===== config.mk =====
export PLATFORM = sky130hd
export DESIGN_NAME = spi_flash_read_cache
export DESIGN_NICKNAME = d
export VERILOG_FILES = /design/src/rtl/spi_flash_read_cache.sv
export SDC_FILE = /design/constraint.sdc
export NUM_CORES = 1
export LEC_CHECK = 0
export ABC_AREA = 1
export CORE_UTILIZATION = 25
export DETAILED_ROUTE_END_ITERATION = 12
export DONT_BUFFER_PORTS = 1
export PLACE_DENSITY_LB_ADDON = 0.1
export RECOVER_POWER = 50
export SLEW_MARGIN = 20
export SYNTH_ARGS = -nofsm -noshare
export SYNTH_HDL_FRONTEND = slang
export SYNTH_SLANG_ARGS = --single-unit

===== constraint.sdc =====
create_clock -name clk -period 12.5 [get_ports clk]
set_clock_uncertainty 0.2 [all_clocks]
set_input_delay 1.875 -clock clk [delete_from_list [all_inputs] [get_ports clk]]
set_output_delay 1.875 -clock clk [all_outputs]
set_load 0.01 [all_outputs]

===== src/rtl/spi_flash_read_cache.sv =====
// Direct-mapped, one-word-per-line read cache in front of the SPI flash
// controller. A hit returns data one cycle after rstrb. A miss runs one flash
// read (ISSUE -> WAIT) and fills the line. rstrb/rbusy follow the FemtoRV32
// convention.
module spi_flash_read_cache #(
    parameter int INDEX_BITS = 3,
    parameter int ADDR_BITS  = 20,
    parameter int CNT_BITS   = 16
) (
    input  logic                 clk,
    input  logic                 resetn,
    input  logic                 rstrb,
    input  logic [ADDR_BITS-1:0] word_address,
    output logic [31:0]          rdata,
    output logic                 rbusy,
    input  logic                 inv,
    output logic                 fl_rstrb,
    output logic [ADDR_BITS-1:0] fl_word_address,
    input  logic [31:0]          fl_rdata,
    input  logic                 fl_rbusy,
    output logic [CNT_BITS-1:0]  hit_count,
    output logic [CNT_BITS-1:0]  miss_count
);

    localparam int LINES    = 1 << INDEX_BITS;
    localparam int TAG_BITS = ADDR_BITS - INDEX_BITS;

    typedef enum logic [1:0] {IDLE, ISSUE, WAIT} state_t;

    state_t state, next_state;

    logic [LINES-1:0]    valid;
    logic [TAG_BITS-1:0] tag_mem  [LINES];
    logic [31:0]         data_mem [LINES];

    // Latched miss address; it also drives the flash controller address.
    logic [ADDR_BITS-1:0] addr_q;
    // Cleared by an invalidate that lands while a fill is in flight, so the
    // returning word is handed to the CPU but not marked valid.
    logic                 fill_ok;
    // High during the first WAIT cycle, when the controller has not yet
    // had the chance to raise its busy flag.
    logic                 wait_first;

    logic                  hit, miss, fill;
    logic [INDEX_BITS-1:0] index, fill_index;
    logic [TAG_BITS-1:0]   tag, fill_tag;
    logic                  lookup_hit;

    assign index           = word_address[INDEX_BITS-1:0];
    assign tag             = word_address[ADDR_BITS-1:INDEX_BITS];
    assign fill_index      = addr_q[INDEX_BITS-1:0];
    assign fill_tag        = addr_q[ADDR_BITS-1:INDEX_BITS];
    assign lookup_hit      = valid[index] && (tag_mem[index] == tag);
    assign fl_word_address = addr_q;

    function automatic logic [CNT_BITS-1:0] sat_inc(input logic [CNT_BITS-1:0] v);
        return (&v) ? v : v + CNT_BITS'(1);
    endfunction

    // State register; reset aborts any fill in progress.
    always_ff @(posedge clk or negedge resetn) begin
        if (!resetn) begin
            state <= IDLE;
        end else begin
            state <= next_state;
        end
    end

    // Next-state logic, lookup decision and the flash strobe.
    always_comb begin
        next_state = state;
        hit        = 1'b0;
        miss       = 1'b0;
        fill       = 1'b0;
        fl_rstrb   = 1'b0;
        case (state)
            IDLE: begin
                if (rstrb) begin
                    // An invalidate in the same cycle forces a miss.
                    if (!inv && lookup_hit) begin
                        hit = 1'b1;
                    end else begin
                        miss       = 1'b1;
                        next_state = ISSUE;
                    end
                end
            end
            ISSUE: begin
                fl_rstrb   = 1'b1;
                next_state = WAIT;
            end
            WAIT: begin
                if (!wait_first && !fl_rbusy) begin
                    fill       = 1'b1;
                    next_state = IDLE;
                end
            end
            default: next_state = IDLE;
        endcase
    end

    // Control registers: valid bits, CPU-side outputs, miss address, counters.
    always_ff @(posedge clk or negedge resetn) begin
        if (!resetn) begin
            valid      <= '0;
            rdata      <= '0;
            rbusy      <= 1'b0;
            addr_q     <= '0;
            fill_ok    <= 1'b0;
            wait_first <= 1'b0;
            hit_count  <= '0;
            miss_count <= '0;
        end else begin
            wait_first <= (state == ISSUE);

            if (inv) begin
                valid <= '0;
            end else if (fill && fill_ok) begin
                valid[fill_index] <= 1'b1;
            end

            if (miss) begin
                addr_q     <= word_address;
                rbusy      <= 1'b1;
                fill_ok    <= 1'b1;
                miss_count <= sat_inc(miss_count);
            end else if (inv) begin
                fill_ok <= 1'b0;
            end

            if (hit) begin
                rdata     <= data_mem[index];
                hit_count <= sat_inc(hit_count);
            end

            if (fill) begin
                rdata <= fl_rdata;
                rbusy <= 1'b0;
            end
        end
    end

    // Tag and data arrays; contents are meaningless until the valid bit is set.
    always_ff @(posedge clk) begin
        if (fill) begin
            tag_mem[fill_index]  <= fill_tag;
            data_mem[fill_index] <= fl_rdata;
        end
    end

endmodule

==> results.md <==
- Post-CTS Hold Fix Bufs: 0
- Comb pwr share: 0.097
- CTS root buffer: clkbuf_16
- Peak VDD IR: around 0.10 mV
- Drt total wl: ~63000 µm
- F_max: about 0.18 GHz
- Resized Gates After CTS: 0
- CTS sink count: 489
- Layout Nets: slightly below 2000
- Worst Hold Class: register to register
- Clock Power Share: 0.387
- Post-synth top cells: nand2_1, edfxtp_1, nor2_1
- Area Overhead vs Synth: 14.20%
- Failing checks: capacitance limit, slew limit
- Post-synth ARST share: 0.1984
- Max Cap Viol: 1
- TritonCTS clock tree: built
- Critical Path Fanout Max: 35
- Count leader, synth: nand2_1
- Initial antenna violation count: 1
- Residual DRC: 0
- First-pass GRT wire length: between 90000 and 100000 µm
- Post-synth EDFFs: between 300 and 400
- Overall Power: between 4 and 5 mW
- DR pass1 iterations: 6
- Dpl ws: 6110 ps
- Met2 wire length: just under 30000 µm
- Final Cycle Share: 0.4518
- Register area: 14200 µm²
- Leak Pwr: 8.895 nW
- Port Buf Inserts: 0
- Max Slew Vio Count: 16
- Post-Syn Area: 20630 µm²
- Pwr Density: approximately 180 nW/µm²
- Reg power frac: 0.517
- CTS clock-pin slew for the worst setup and hold paths: roughly 50 ps
- Via count: ~14000
- Outcome: complete, but fails checks
- Final Util: 0.2907
- CP Launch Type: input port
- WL met3: 3783 µm
- DIE AREA: about 84000 µm²
- Met1 Wirelength: between 20000 and 30000 µm
- CP endpoint kind: register
- WL/cell: just over 20 µm
- Skew-Pair Late Insertion Delay: around 650 ps
- Antenna Violating Nets Remaining: 0
- Flops & latches, synth: ~490
- Setup TNS: 0 ps
- Final worst slack: 6853 ps
- Top routing layer in use: met4
- Post-synth top area share: 0.5705
- Cell taking the most area after synthesis: edfxtp_1
- CTS buffer count: just under 60
- Initial DRC Count: 888
- Multi-input logic area: between 5000 and 6000 µm²
- Slew HR: -0.04281
- Largest net degree at the start of global routing: about 200
- Post-synth top flop: edfxtp_1
- RSZ-0062 raised after global routing: false
- Postcts setup bufs: 0
- Sequential area share after synthesis: 0.6881
- Distinct cells, synth: 30
- Vias per Instance: between 4 and 5
- Syn Area/Cell: roughly 11 µm²
- H-tree depth: 2
- Total GRT Usage: 0.1490
- Share of layout cells above drive strength 1: 0.05879
- Sw Ratio: 0.2882
- DPL Wire Length: 33630 µm
- Num rows: between 100 and 150
- Total congestion overflow: 0
- Switching power: between 1 and 1.5 mW
- Die width: 289.3 µm
- IO Count: between 100 and 150
- Worst Path Class, Setup: input port to register
- CP arrival: ~5700 ps
- Final setup fails: 0
- Tmin final: around 5600 ps
- Clk buf depth: 3
- Worst EP required: between 10000 and 15000 ps
- Core Region: just over 80000 µm²
- Post-Syn Nets: 2007
- RD Place Congestion: 0.7650
- Hold Fails Final Rpt: 0
- Die H: ~290 µm
- Internal Power: between 3 and 4 mW
- Fill cells: roughly 8300
- YS warnings: 0
- Fin Hold WS: about 310 ps
- Slew @ Worst Pin: between 1500 and 2000 ps
- Initial Utilization: 0.2545
- Cell count after synthesis: about 1900
- Synth top area cells: edfxtp_1, dfrtp_1, nand2_1
- Vias in the first global route: about 14000
[area by class of cell]
type                       count  share of cell area
antenna                        1           0.0001062
clock buffer                  77             0.06590
clock inverter                33             0.01503
inverter                     184             0.02963
multi-input combinational   1169              0.2246
sequential                   489              0.6026
tap                         1060             0.05628
timing repair buffer          21            0.005894
[cells in the final DEF, fill, tap and decap left out]
master,Yosys,layout
clkinv_2,0,15
clkinv_8,0,1
nand4_1,24,24
inv_1,182,181
clkinvlp_4,0,2
nand3b_1,1,1
a21oi_1,9,9
nor3_1,14,14
buf_4,6,16
o221ai_1,2,2
clkbuf_8,0,3
inv_6,0,1
clkinv_4,0,2
clkinv_16,0,2
nor2_1,201,199
nor4_1,14,10
edfxtp_1,392,392
a31oi_1,24,24
clkinv_1,0,8
nand3_1,129,129
dfrtp_1,97,97
o22ai_1,62,62
nor2_4,0,2
nand2_1,488,488
diode_2,0,1
clkbuf_1,58,21
clkbuf_16,0,58
o211ai_1,3,3
nand3_2,2,2
bufinv_16,0,5
o21ai_1,11,11
nor2_2,1,1
ha_1,2,2
xor2_1,14,14
nand2_2,1,1
o21ai_4,0,1
o21ai_0,166,166
nor4_2,0,4
[registers in the layout (all words and copies together) (netlist names)]
signal,flops
hit_count,16
wait_first,1
fill_ok,1
state,2
data_mem,256
valid,8
rdata,32
fl_word_address,20
tag_mem,136
miss_count,16
rbusy,1
[power groups by stage]
stage	logic, mW	registers [mW]	clock network [mW]
after global placement	0.435	2.30	0
after floorplan	0.330	2.19	0
after CTS	0.439	2.26	1.74
after global routing	0.491	2.28	1.80
final	0.422	2.25	1.68
after detailed placement	0.436	2.30	0
[critical path, stage by stage]
cell	delay, ps
nor4_1	250
clkbuf_1	790
inv_1	490
nor4_1	330
clkbuf_1	1170
buf_4	750
[metal layers]
metal	up-vias	GRT usage
met1	6889	0.1982
met2	275	0.2453
met5	-	0
met4	0	0.03145
met3	67	0.03551
li1	6578	-
[logic make-up after synthesis]
logic type	after synthesis	synth area share
AOI/OAI and AO/OA	278	0.07356
DFF	489	0.6881
adders and majority gates	2	0.001213
and+or+nand+nor	875	0.1735
buffers and inverters	290	0.05767
xor gates and xnor gates	14	0.005943
[worst paths after layout]
| kind | from | end | slack [ps] | depth (start not counted) |
|---|---|---|---|---|
| worst min register to register | valid[3]$_DFFE_PN0P_ | valid[3]$_DFFE_PN0P_ | 310 | 2 |
| worst max-delay path | fl_rbusy | data_mem[5][2]$_DFFE_PP_ | 6850 | 6 |
| max in group asynchronous | resetn | state[0]$_DFFE_PN0P_ | 11060 | 0 |
| worst min-delay path | valid[3]$_DFFE_PN0P_ | valid[3]$_DFFE_PN0P_ | 310 | 2 |
| worst max register to register | state[1]$_DFFE_PN0P_ | data_mem[5][2]$_DFFE_PP_ | 7680 | 7 |
| min in group asynchronous | resetn | rdata[21]$_DFFE_PN0P_ | 740 | 0 |
[through the flow]
stage	cell area [µm²]	std cells
2_1_floorplan	20630	1948
3_3_place_gp	21700	2923
3_5_place_dp	21700	2923
4_1_cts	23610	3033
5_1_grt	23560	3033
6_report	23560	3034
No activity file was read; power rests on OpenSTA's default activity.
